**config.mk**
```make
export PLATFORM = sky130hd
export DESIGN_NAME = debouncer
export DESIGN_NICKNAME = d
export VERILOG_FILES = /design/src/rtl/debounce_pkg.sv /design/src/rtl/sync_2ff.sv /design/src/rtl/debouncer.sv
export SDC_FILE = /design/constraint.sdc
export NUM_CORES = 1
export LEC_CHECK = 0
export ABC_CLOCK_PERIOD_IN_PS = 1100
export CELL_PAD_IN_SITES_DETAIL_PLACEMENT = 0
export CELL_PAD_IN_SITES_GLOBAL_PLACEMENT = 1
export CORE_AREA = 2 2 39 41
export CTS_CLUSTER_DIAMETER = 100
export DETAILED_ROUTE_END_ITERATION = 10
export DIE_AREA = 0 0 41 43
export DONT_BUFFER_PORTS = 1
export PLACE_DENSITY_LB_ADDON = 0.1
export SLEW_MARGIN = 15
export SYNTH_ARGS = -nofsm -noshare
export SYNTH_HDL_FRONTEND = slang
export SYNTH_SLANG_ARGS = --single-unit
```
**constraint.sdc**
```tcl
create_clock -name clk -period 1.1 [get_ports clk]
set_clock_uncertainty 0.1 [all_clocks]
set_input_delay 0.22 -clock clk [delete_from_list [all_inputs] [get_ports clk]]
set_output_delay 0.22 -clock clk [all_outputs]
set_load 0.01 [all_outputs]
```
**src/rtl/debounce_pkg.sv**
```systemverilog
// Shared constants and types for the push-button debouncer.
package debounce_pkg;

    localparam int unsigned DEBOUNCE_DEFAULT_CYCLES = 16;
    localparam int unsigned DEBOUNCE_10MS_27MHZ     = 270000;

    typedef logic btn_level_t;

endpackage : debounce_pkg

```
**src/rtl/sync_2ff.sv**
```systemverilog
// Generic two-flop synchroniser for asynchronous level inputs, resetting to 0.
module sync_2ff #(
    parameter int unsigned WIDTH = 1
) (
    input  logic             clk,
    input  logic             rst_n,
    input  logic [WIDTH-1:0] d,
    output logic [WIDTH-1:0] q
);

    logic [WIDTH-1:0] s1_q, s1_d;
    logic [WIDTH-1:0] s2_q, s2_d;

    always_comb begin
        s1_d = d;
        s2_d = s1_q;
    end

    always_ff @(posedge clk or negedge rst_n) begin
        if (!rst_n) begin
            s1_q <= '0;
            s2_q <= '0;
        end else begin
            s1_q <= s1_d;
            s2_q <= s2_d;
        end
    end

    assign q = s2_q;

endmodule : sync_2ff

```
**src/rtl/debouncer.sv**
```systemverilog
// Push-button debouncer: synchronised input must hold a new level for
// STABLE_CYCLES consecutive edges before the registered output follows it.
module debouncer
    import debounce_pkg::*;
#(
    parameter int unsigned STABLE_CYCLES = DEBOUNCE_DEFAULT_CYCLES
) (
    input  logic clk,
    input  logic rst,
    input  logic btn,
    output logic tecla
);

    localparam int unsigned CNT_W = $clog2(STABLE_CYCLES);
    localparam logic [CNT_W-1:0] CNT_LAST = CNT_W'(STABLE_CYCLES - 1);

    btn_level_t       s2;
    btn_level_t       tecla_q, tecla_d;
    logic [CNT_W-1:0] cnt_q, cnt_d;

    sync_2ff #(
        .WIDTH (1)
    ) u_sync (
        .clk   (clk),
        .rst_n (rst),
        .d     (btn),
        .q     (s2)
    );

    // Any sample matching the current level restarts the stability count.
    always_comb begin
        tecla_d = tecla_q;
        cnt_d   = cnt_q;
        if (s2 == tecla_q) begin
            cnt_d = '0;
        end else if (cnt_q == CNT_LAST) begin
            tecla_d = s2;
            cnt_d   = '0;
        end else begin
            cnt_d = cnt_q + CNT_W'(1);
        end
    end

    always_ff @(posedge clk or negedge rst) begin
        if (!rst) begin
            tecla_q <= 1'b0;
            cnt_q   <= '0;
        end else begin
            tecla_q <= tecla_d;
            cnt_q   <= cnt_d;
        end
    end

    assign tecla = tecla_q;

endmodule : debouncer

```
==> results.md <==
* Multi-input gate area at 153 µm²
* Switch Pwr at 0.136 mW
* Post-Synthesis Cells at 18
* Initial DRC count at 0
* Routed via count at 187
* Ant diodes at 0
* H-tree levels at 1
* Initial Utilization at 19.5%
* Clock power share at 40.1%
* Worst-margin pin slew at 0.339 ns
* Crit path arrival time at 1.22 ns
* First-pass GRT wire length at 779 µm
* Avg Vias per Cell at 3.98
* Hold/Removal Path Class: input port to asynchronous set/reset pin
* Seq. cell area at 175 µm²
* Synth area leaders: dfrtp_1 (65%), xnor2_1 (6.5%), mux2_4 (5.6%)
* Placed insts at 41
* Global-route usage over all layers at 7.67%
* Cell with the most instances after synthesis: dfrtp_1
* CTS Root Buffer Type: clkbuf_4
* Final min period at 1.19 ns
* Design Area, Final at 462 µm²
* Int Pwr at 0.449 mW
* CTS tree: done
* CTS Buffer Depth at 2
* Share of cells above drive strength 1 at 54.8%
* Routed Wire Length at 543 µm
* Layout Cells excl Fill at 47
* Flop pwr share at 49.2%
* YS warnings at 0
* Post-synth ARST share at 100%
* Post-Syn Nets at 22
* Req. time, crit path at 1.13 ns
* Worst VDD drop at 0.575 mV
* Pwr/cell area at 1270 nW/µm²
* Endpoint class of the critical path: flip-flop
* Final WS setup at -0.0903 ns
* Final ANT Viol Nets at 0
* Top Usage Layer GRT: met4
* Pre-CTS WS at -0.0714 ns
* Die ar. at 1760 µm²
* Rows at 14
* Syn Area/Cell at 15.0 µm²
* Die height at 43 µm
* Finish-stage setup viols at 5
* Number of global-route vias before repair at 192
* Post-synth EDFFs at 0
* # nets final at 36
* Die X at 41 µm
* Share of the synthesized area in the top cell type at 64.8%
* Worst-path maximum fanout at 3
* Routed length per instance at 11.6 µm
* Final Cycle Share at 108%
* Mapped cell area at 270 µm²
* Drt drc at 0
* P&R area growth vs syn at 70.8%
* Number of top-level pins at 4
* Status: complete, but fails checks
* # Max-Cap Violations at 0
* Max Fclk at 840 MHz
* Core ar. at 1380 µm²
* Number of synthesized register bits at 7
* Slew Viols, Final at 0
* Met2 usage at 8.13%
* TritonCTS buffer count at 3
* Clock sink count at 7
* Synth unique cells at 11
* Logic pwr share at 10.8%
* Clock latency on the worst-skew pair at 0.25 ns
* Grt met1 use at 9.48%
* Clock transition at path regs at 0.06 ns
* Met3 usage at 3.14%
* GR Overflow Total at 0
* LEAKAGE at 0.201 nW
* Initial antenna violation count at 0
* Fill cells at 148
* 1st-pass router iterations at 1
* Failing checks: negative setup slack
* Routability cong. at 0.694
* Worst Setup Start Kind: flip-flop
* Slew headroom at 77.3%
* Largest net degree at the start of global routing at 8
* Dominant synthesized flop cell: dfrtp_1
* Final hold viol count at 0
* Leading area contributor after synthesis: dfrtp_1
* Most frequent cells after synthesis: dfrtp_1 (7), xnor2_1 (2)
* RSZ-0062 raised after global routing: true
* I/O Buffers at 0
* WS Path Type: flip-flop to flip-flop
* Sequential share of the synthesized area at 64.8%
* Placed cell areas at 345 µm²
* Sw frac at 23.3%
power by group through the flow:
stage          clock [mW]  sequential (mW)  combinational [mW]
2_1_floorplan           0            0.284              0.0196
3_3_place_gp            0            0.284              0.0397
3_5_place_dp            0            0.284              0.0398
4_1_cts             0.247            0.282              0.0580
5_1_grt             0.258            0.289              0.0718
6_report            0.234            0.288              0.0630
cell type report:
cell class              count  share of cell area [%]
flip-flops and latches      7                    37.9
repair buffers              9                    19.0
clock buffers               4                    5.69
multi-input cells          11                    33.1
well taps                  16                    4.34
flip-flops by register name, summed over array words and instances, names as in the netlist:
register,cells
cnt_q,4
tecla,1
u_sync.s1_q,1
u_sync.q,1
cell usage in the layout (no fill, tap or decap):
cell type | netlist | final
a31oi_1 | 1 | 1
clkbuf_4 | 0 | 3
a21o_1 | 1 | 1
dfrtp_1 | 7 | 7
mux2_4 | 1 | 1
buf_6 | 0 | 4
dlygate4sd3_1 | 0 | 2
ha_4 | 0 | 1
xnor2_2 | 0 | 1
nor2b_1 | 1 | 1
nand3_4 | 0 | 1
a311oi_2 | 0 | 1
nor2_1 | 1 | 1
nor3b_2 | 0 | 1
clkbuf_1 | 0 | 1
xnor2_4 | 0 | 1
buf_4 | 0 | 3
final timing paths:
path                                  start          end  slack, ns  depth (start not counted)
max in group asynchronous               rst  u_sync.s1_q       0.44                          1
worst max-delay path               cnt_q[0]        tecla      -0.09                          3
worst max register to register     cnt_q[0]        tecla      -0.09                          3
min in group clk                u_sync.s1_q     u_sync.q       0.25                          0
worst min-delay path                    rst     cnt_q[2]       0.20                          1
worst min register to register  u_sync.s1_q     u_sync.q       0.25                          0
worst max-delay path, stage by stage (launching register included):
cell and delay, ns:
dfrtp_1 0.42, ha_4 0.20, nand3_4 0.07, mux2_4 0.29
timing repair:
| action | CTS | global route |
|---|---|---|
| setup endpoints to repair | 5 | 6 |
| pin swaps | 1 | 2 |
| endpoints found under the hold margin | 8 | 0 |
| hold buffers | 2 | 0 |
| setup buffers | 1 | 0 |
| resized for setup | 7 | 4 |
cell families (layout without fill, tap and decap cells):
logic type	count (synthesis)	count (layout)	share of synthesized area (%)
compound gates	3	3	8.34
simple gates	4	4	10.2
xor+xnor	2	2	6.48
buf+inv	0	13	0
mux	1	1	5.55
fa+ha+maj	1	1	4.63
flops	7	7	64.8
routing by layer:
layer / wire (µm) / share of wire [%]
met1: 233 / 43
met2: 283 / 52
met3: 21 / 3.9
met4: 4 / 0.74
met5: 0 / 0
through the flow:
stage	hold WS (ns)	TNS [ns]	util (%)	power, mW
5_1_grt	0.231	-0.436	33.4	0.619
6_report	0.204	-0.241	33.4	0.585
2_1_floorplan	-0.176	-0.0633	-	0.303
3_5_place_dp	-0.175	-0.139	25.0	0.324
3_3_place_gp	-0.175	-0.0737	25.0	0.323
4_1_cts	0.215	-0.239	31.6	0.587
Power figures use the tool's default switching activity.
